[config.mk]
export PLATFORM = sky130hd
export DESIGN_NAME = pipe_stage_elastic
export DESIGN_NICKNAME = d
export VERILOG_FILES = /design/src/rtl/pipe_stage_elastic.sv
export SDC_FILE = /design/constraint.sdc
export NUM_CORES = 1
export LEC_CHECK = 0
export CAP_MARGIN = 30
export CELL_PAD_IN_SITES_DETAIL_PLACEMENT = 0
export CELL_PAD_IN_SITES_GLOBAL_PLACEMENT = 1
export CORE_UTILIZATION = 30
export DETAILED_ROUTE_END_ITERATION = 12
export GPL_TIMING_DRIVEN = 0
export MAX_ROUTING_LAYER = met4
export PLACE_DENSITY_LB_ADDON = 0.1
export SYNTH_ARGS = -nofsm -noshare
export SYNTH_HDL_FRONTEND = slang
export SYNTH_SLANG_ARGS = --single-unit
[constraint.sdc]
create_clock -name clk -period 1.7 [get_ports clk]
set_input_delay 0.34 -clock clk [delete_from_list [all_inputs] [get_ports clk]]
set_output_delay 0.34 -clock clk [all_outputs]
set_load 0.005 [all_outputs]
[src/rtl/pipe_stage_elastic.sv]
// Elastic multi-slot pipeline register with a valid/ready handshake, bubble collapse,
// synchronous flush that zeroes control, an occupancy count and a saturating flush-kill count.
module pipe_stage_elastic #(
  parameter int CTRL_W     = 5,
  parameter int DATA_W     = 105,
  parameter int DEPTH      = 1,
  parameter bit CLEAR_DATA = 1'b1,
  parameter int KILL_W     = 8,
  localparam int OCC_W     = $clog2(DEPTH + 1)
) (
  input  logic              clk,
  input  logic              rst_n,
  input  logic              in_valid,
  output logic              in_ready,
  input  logic [CTRL_W-1:0] in_ctrl,
  input  logic [DATA_W-1:0] in_data,
  input  logic              flush,
  output logic              out_valid,
  input  logic              out_ready,
  output logic [CTRL_W-1:0] out_ctrl,
  output logic [DATA_W-1:0] out_data,
  output logic [OCC_W-1:0]  occupancy,
  output logic [KILL_W-1:0] kill_cnt
);
  localparam int SUM_W = KILL_W + OCC_W + 1;
  localparam logic [SUM_W-1:0] KILL_MAX = SUM_W'({KILL_W{1'b1}});

  logic [DEPTH-1:0]  valid_q, valid_d;
  logic [CTRL_W-1:0] ctrl_q   [DEPTH];
  logic [CTRL_W-1:0] ctrl_d   [DEPTH];
  logic [DATA_W-1:0] data_q   [DEPTH];
  logic [DATA_W-1:0] data_d   [DEPTH];
  logic [CTRL_W-1:0] src_ctrl [DEPTH];
  logic [DATA_W-1:0] src_data [DEPTH];
  logic [DEPTH-1:0]  adv;
  logic [DEPTH-1:0]  load;
  logic              accept;
  logic [OCC_W-1:0]  occ_q, occ_d;
  logic [KILL_W-1:0] kill_q, kill_d;
  logic [SUM_W-1:0]  kill_sum;

  genvar gi;
  generate
    for (gi = 0; gi < DEPTH; gi++) begin : g_slot
      // A valid slot moves unless every slot ahead of it is full and the output is stalled.
      localparam logic [DEPTH-1:0] AT_OR_BEHIND = DEPTH'((1 << (gi + 1)) - 1);
      assign adv[gi] = valid_q[gi] & (out_ready | ~&(valid_q | AT_OR_BEHIND));

      if (gi == 0) begin : g_head
        assign load[gi]     = accept;
        assign src_ctrl[gi] = in_ctrl;
        assign src_data[gi] = in_data;
      end else begin : g_tail
        assign load[gi]     = adv[gi-1];
        assign src_ctrl[gi] = ctrl_q[gi-1];
        assign src_data[gi] = data_q[gi-1];
      end

      a_idle_ctrl_zero: assert property (@(posedge clk) disable iff (!rst_n)
                                         !valid_q[gi] |-> (ctrl_q[gi] == '0));
    end
  endgenerate

  assign in_ready = ~flush & (~valid_q[0] | adv[0]);
  assign accept   = in_valid & in_ready;

  always_comb begin
    for (int i = 0; i < DEPTH; i++) begin
      valid_d[i] = valid_q[i];
      ctrl_d[i]  = ctrl_q[i];
      data_d[i]  = data_q[i];
      if (flush || (adv[i] && !load[i])) begin
        valid_d[i] = 1'b0;
        ctrl_d[i]  = '0;
        if (CLEAR_DATA) data_d[i] = '0;
      end else if (load[i]) begin
        valid_d[i] = 1'b1;
        ctrl_d[i]  = src_ctrl[i];
        data_d[i]  = src_data[i];
      end
    end
  end

  always_comb begin
    occ_d = occ_q;
    if (flush) begin
      occ_d = '0;
    end else if (accept && !adv[DEPTH-1]) begin
      occ_d = occ_q + OCC_W'(1);
    end else if (!accept && adv[DEPTH-1]) begin
      occ_d = occ_q - OCC_W'(1);
    end
  end

  // Entries lost to a flush are the valid slots at the flush edge.
  always_comb begin
    kill_sum = SUM_W'(kill_q);
    for (int i = 0; i < DEPTH; i++) begin
      kill_sum = kill_sum + SUM_W'(valid_q[i]);
    end
    kill_d = kill_q;
    if (flush) begin
      kill_d = (kill_sum > KILL_MAX) ? KILL_MAX[KILL_W-1:0] : kill_sum[KILL_W-1:0];
    end
  end

  always_ff @(posedge clk or negedge rst_n) begin
    if (!rst_n) begin
      valid_q <= '0;
      occ_q   <= '0;
      kill_q  <= '0;
      for (int i = 0; i < DEPTH; i++) begin
        ctrl_q[i] <= '0;
        data_q[i] <= '0;
      end
    end else begin
      valid_q <= valid_d;
      occ_q   <= occ_d;
      kill_q  <= kill_d;
      for (int i = 0; i < DEPTH; i++) begin
        ctrl_q[i] <= ctrl_d[i];
        data_q[i] <= data_d[i];
      end
    end
  end

  assign out_valid = valid_q[DEPTH-1];
  assign out_ctrl  = ctrl_q[DEPTH-1];
  assign out_data  = data_q[DEPTH-1];
  assign occupancy = occ_q;
  assign kill_cnt  = kill_q;

endmodule

==> qor.yml, run 1 <==
synthesis:
  ys_types: 24
  ys_ff_latch: 120
  synth.area.top_cells: "dfrtp_1 68%, a22o_1 22%, buf_4 1.9%"
  syn_nets: 418
  synth.top_cell.area_share: 0.680
  netlist_instances: 301
  synth_seq_area_share: 0.680
  syn_avg_cell_area_um2: 14.7
  syn_area_um2: 4420
  synth_top_cell_by_area: "dfrtp_1"
  ys_warn_count: 0
placement:
  placed_cell_area_um2: 7020
  dp_hpwl_um: 9350
  dp_slack_ns: -0.236
  finalWeightedCongestion: 0.737
  port_buffers: 235
floorplanning:
  die_h_um: 123
  std_cell_rows: 43
  ios: 236
  design.die.area_um2: 15200
  core_area_um2: 14100
  die_x_um: 123
  start_util: 0.313
routing:
  dr.first_iter.drc_count: 143
  firstDrtPassIters: 4
  wl_met1_um: 5820
  wl_per_cell_um: 17.6
  dr_wl_met2_um: 6220
  route.detailed.drc: 0
  antenna_left: 0
  route.met3.wl_um: 1250
  num_vias: 3657
  viasPerCell: 4.82
  drt_wl_total_um: 13400
  top_layer_used: "met4"
sta:
  max_freq_mhz: 606
  hold-worst-slack_ns: 0.322
  drv_slew: 0
  skew_ns: 0.00318
  fin_ws_ns: 0.0495
  finalSetupViolCount: 0
  grt_setup_unrepaired: "false"
  worst_pin_slew_ns: 0.485
  finalCritPeriodShare: 0.971
  finalHoldViolCount: 0
  layout_min_cycle_time_ns: 1.65
  max-slew-margin-rel: 0.677
final_layout:
  syn2layout_area_growth_pct: 75.8
  antennaDiodeCount: 0
  postLayoutCoreUtil: 0.551
  drive_above_1_share: 0.128
  stdcell_area_um2: 7760
  layout_commonest_cell: "clkdlybuf4s50_1"
  most-common-layout-cells: "227 x clkdlybuf4s50_1, 117 x dfrtp_1, 110 x a22o_1"
  fin_nets: 683
setup_path:
  reg2reg_setup_slack_ns: 0.16
  r2r_start: "out_valid"
  cp_slowest_stage_delay_ns: 0.55
  critPathLaunch: "out_data[56]"
  cp_slowest_cell: "clkdlybuf4s50_1"
  cp-endpoint: "out_data[56]"
  path_buf_inv: 1
  cp_max_fo: 2
  crit_path_cell_trace: "clkdlybuf4s50_1"
  path_class: "flip-flop to output pin"
  crit_family: "buffers and inverters"
  crit_cells: 1
  start_kind: "flip-flop"
  rr_endpoint: "out_data[17]"
  crit_required_ns: 1.36
  ff2ff_path_depth: 6
  worstPathArrival_ns: 1.31
  end_kind: "output pin"
global_route:
  grt_pass1_vias: 3814
  grt.overflow.total: 0
  grt_pass1_wl_um: 20100
  grt_max_degree: 97
  track_usage: 0.182
  antenna_found_initial: 0
pwr:
  p_int_mw: 6.63
  leakage_nw: 3.54
  p_total_mw: 8.51
  pwr-share-comb: 0.170
  pwr_density_cell_nw_per_um2: 1100
  clkPwrFrac: 0.450
  pwr-share-seq: 0.379
  swShare: 0.222
  switchingPower_mw: 1.89
  vdd_drop_max_v: 0.000842
outcome:
  status: "finished clean"
cts:
  cts_inserted_buffers: 17
  cts.htree.levels: 4
  root_buffer: "clkbuf_16"
  clk_pin_slew_worst_paths_ns: 0.05
  cts_tree: "built"
  cts.sinks: 120
  cts_buffer_depth: 2
  insertion_delay_ns: 0.40
run:
  drv_cap: 0
hold_path:
  hold_start: "flush"
  hp-class: "input port to flip-flop"
-- layout make-up --
type | instances | area [um^2]
Fill cell | 1215 | 6330
Sequential cell | 120 | 3010
Timing Repair Buffer | 246 | 2460
Multi-Input combinational cell | 154 | 1250
Clock buffer | 26 | 539
Tap cell | 180 | 225
Buffer | 26 | 166
Clock inverter | 6 | 108
Inverter | 1 | 3.75
-- cell usage after synthesis (all sizes together) --
library cell	number
and3b	1
a22o	110
a211oi	1
a41oi	2
a21oi	8
nand3	1
clkbuf	1
dfrtp	120
nor3b	2
nand2	2
nor2	5
buf	25
nand4	3
o21ai	2
nor2b	3
inv	1
and3	6
nor3	2
a31oi	3
ha	2
mux2i	1
-- through the flow --
| step | TNS (ns) | cells |
|---|---|---|
| 4_1_cts | 0 | 755 |
| 6_report | 0 | 759 |
| 2_1_floorplan | 0 | 301 |
| 5_1_grt | 0 | 759 |
| 3_3_place_gp | -548.51 | 716 |
| 3_5_place_dp | -20.22 | 717 |
-- tightest hold or removal path, stage by stage --
cell and delay (ns):
dlymetal6s2s_1 0.14, buf_6 0.16, nor2_1 0.05
-- registers in the layout, indices dropped and copies added, names as in the netlist --
register   cells
out_valid      1
out_data     105
occupancy      1
out_ctrl       5
kill_cnt       8
-- power groups by stage --
stage	Combinational (mW)	Clock, mW	Sequential, mW
floorplan	0.373	0	3.32
global placement	1.27	0	3.32
detailed placement	1.30	0	3.32
CTS	1.40	3.91	3.25
global route	1.57	4.04	3.25
finish	1.45	3.83	3.23
-- worst min path at each step --
| stage | cells after the start | slack, ns | to |
|---|---|---|---|
| after floorplan | 0 | 0.04 | kill_cnt[0] |
| after global placement | 1 | 0.48 | out_data[102] |
| after detailed placement | 1 | 0.22 | out_data[84] |
| after CTS | 2 | 0.35 | out_data[84] |
| after global routing | 3 | 0.33 | out_valid |
| final | 3 | 0.32 | out_valid |
-- what timing repair did --
item | CTS | global route
resized for setup | 7 | 5
buffers inserted | 5 | 4
pin swaps | 0 | 0
endpoints found under the setup margin | 8 | 6
hold endpoints to repair | 24 | 0
hold buffers | 1 | 0
-- kinds of logic (layout without fill, tap and decap cells) --
logic type,after synthesis,count (layout),synth area share
buffers and inverters,27,305,0.0371
adders and majority gates,2,2,0.00566
muxes,1,1,0.00227
and+or+nand+nor,25,25,0.0346
AOI/OAI and AO/OA,126,126,0.241
DFF,120,120,0.680
-- routing by layer --
| metal | vias up | global-route usage |
|---|---|---|
| met1 | 1805 | 0.220 |
| met3 | 5 | 0.0775 |
| li1 | 1703 | - |
| met4 | 0 | 0.0520 |
| met2 | 144 | 0.275 |
| met5 | - | - |
No activity file was read; power rests on OpenSTA's default activity.
==> run 2: changes to the inputs <==
Settings changed: CORE_MARGIN set to 10.
==> qor.yml, run 2 (same netlist as run 1, synthesis figures left out) <==
floorplanning:
  die_h_um: 141  # +15%
  core_area_um2: 14500  # +2.7%
  std_cell_rows: 44  # +2.3%
  design.die.area_um2: 20000  # +31%
  ios: 236  # unchanged
  die_x_um: 141  # +15%
  start_util: 0.305  # -0.00829
pwr:
  pwr_density_cell_nw_per_um2: 1060  # -3.6%
  p_total_mw: 8.15  # -4.2%
  p_int_mw: 6.20  # -6.4%
  swShare: 0.239  # +0.0177
  pwr-share-comb: 0.181  # +0.011
  clkPwrFrac: 0.423  # -0.027
  switchingPower_mw: 1.95  # +3.5%
  leakage_nw: 3.56  # +0.57%
  vdd_drop_max_v: 0.000665  # -21%
  pwr-share-seq: 0.397  # +0.018
setup_path:
  worstPathArrival_ns: 1.33  # +0.02 ns
  cp_slowest_cell: "clkdlybuf4s50_1"
  start_kind: "flip-flop"
  cp_max_fo: 2  # unchanged
  crit_required_ns: 1.36  # about the same
  reg2reg_setup_slack_ns: 0.11  # -0.05 ns
  cp_slowest_stage_delay_ns: 0.57  # +0.02 ns
  crit_path_cell_trace: "clkdlybuf4s50_1"
  end_kind: "output pin"
  path_class: "flip-flop to output pin"
  path_buf_inv: 1  # unchanged
  crit_family: "buffers and inverters"
cts:
  cts_tree: "built"
  cts.sinks: 120  # unchanged
  cts_inserted_buffers: 17  # unchanged
  cts.htree.levels: 4  # unchanged
  cts_buffer_depth: 2  # unchanged
  clk_pin_slew_worst_paths_ns: 0.05  # about the same
  root_buffer: "clkbuf_16"
  insertion_delay_ns: 0.41  # about the same
placement:
  finalWeightedCongestion: 0.804  # +9.2%
  dpl.cell_count: 721  # +0.56%
  port_buffers: 235  # unchanged
  dp_hpwl_um: 11700  # +25%
  dp_slack_ns: -0.255  # -0.0181 ns
sta:
  grt_setup_unrepaired: "false"
  finalCritPeriodShare: 0.980  # +0.00886
  finalSetupViolCount: 0  # unchanged
  drv_slew: 0  # unchanged
  worst_pin_slew_ns: 0.486  # +0.000995 ns
  skew_ns: 0.00557  # +0.00239 ns
  layout_min_cycle_time_ns: 1.67  # +0.0151 ns
  finalHoldViolCount: 0  # unchanged
  hold-worst-slack_ns: 0.379  # +0.0566 ns
  max_freq_mhz: 600  # -0.90%
  fin_ws_ns: 0.0344  # -0.0151 ns
  max-slew-margin-rel: 0.676  # about the same
global_route:
  track_usage: 0.164  # -0.0179
  grt_max_degree: 92  # -5.2%
  antenna_found_initial: 1  # +1
  grt_pass1_wl_um: 24600  # +22%
  top_usage_layer: "met2"
  grt_use_met1: 0.192  # -0.0287
  grt_pass1_vias: 4026  # +5.6%
  gr-usage-met3: 0.0628  # -0.0147
  use_met2: 0.253  # -0.0226
  grt.overflow.total: 0  # unchanged
final_layout:
  most-common-layout-cells: "223 x clkdlybuf4s50_1, 114 x dfrtp_1, 110 x a22o_1"
  syn2layout_area_growth_pct: 74.6
  fin_nets: 683  # unchanged
  largest_reg_flops: 105  # unchanged
  stdcell_count: 764  # +0.66%
  layout_commonest_cell: "clkdlybuf4s50_1"
  postLayoutCoreUtil: 0.533  # -0.0182
  n_fill_cell: 1262  # +3.9%
  drive_above_1_share: 0.128  # unchanged
outcome:
  status: "finished clean"
routing:
  wl_per_cell_um: 21.1  # +20%
  drt_wl_total_um: 16200  # +21%
  dr.first_iter.drc_count: 151  # +5.6%
  num_vias: 3703  # +1.3%
  antenna_left: 0  # unchanged
  firstDrtPassIters: 4  # unchanged
  viasPerCell: 4.85  # +0.60%
  route.detailed.drc: 0  # unchanged
run:
  drv_cap: 0  # unchanged
hold_path:
  hp-class: "input port to async pin"
## run 2: worst paths after layout
check                      cells past startpoint          from            to
max in group asynchronous                      3         rst_n   kill_cnt[7]
min                                            2         rst_n  out_data[90]
min reg2reg                                    1  out_data[14]  out_data[14]
max reg2reg                                    6     out_valid  out_data[12]
max                                            1   out_data[8]   out_data[8]
min in group clk                               4     out_ready     out_valid
## run 2: metrics by stage
| step | setup TNS [ns] | instance area [um^2] |
|---|---|---|
| 2_1_floorplan | 0 | 4420 |
| 3_3_place_gp | -561.73 | 7000 |
| 3_5_place_dp | -23.55 | 7030 |
| 4_1_cts | 0 | 7680 |
| 5_1_grt | 0 | 7710 |
| 6_report | 0 | 7710 |
## run 2: layout make-up
type	count	area [um^2]	area share
antenna	1	2.50	0.000325
buffer	26	166	0.0216
clock buffer	26	509	0.0660
clock inverter	6	63.8	0.00828
inverter	1	3.75	0.000487
multi-input combinational	154	1250	0.162
sequential	120	3010	0.390
tap	184	230	0.0299
timing repair buffer	246	2470	0.321
## run 2: routing by layer
metal / wire length, um / vias up
met1: 6760 / 1843
met5: 0 / -
met4: 301 / 0
met3: 1310 / 23
met2: 7780 / 141
li1: - / 1696
## run 2: timing repair
action,4_1_cts,5_1_grt
hold buffers,1,0
hold endpoints to repair,29,0
setup buffers,9,0
resized for setup,10,9
setup endpoints to repair,10,9
pin swaps,0,0
## run 2: power by group through the flow
stage | registers, mW | clock network [mW] | logic [mW]
finish | 3.24 | 3.45 | 1.47
global route | 3.27 | 3.67 | 1.60
detailed placement | 3.33 | 0 | 1.33
global placement | 3.32 | 0 | 1.31
floorplan | 3.32 | 0 | 0.373
CTS | 3.23 | 3.53 | 1.50
==> run 3: changes to the inputs <==
Settings changed: HOLD_SLACK_MARGIN set to 0.05.
==> results of run 3 <==
The final DEF is identical to that of run 2; final timing and power are the same.
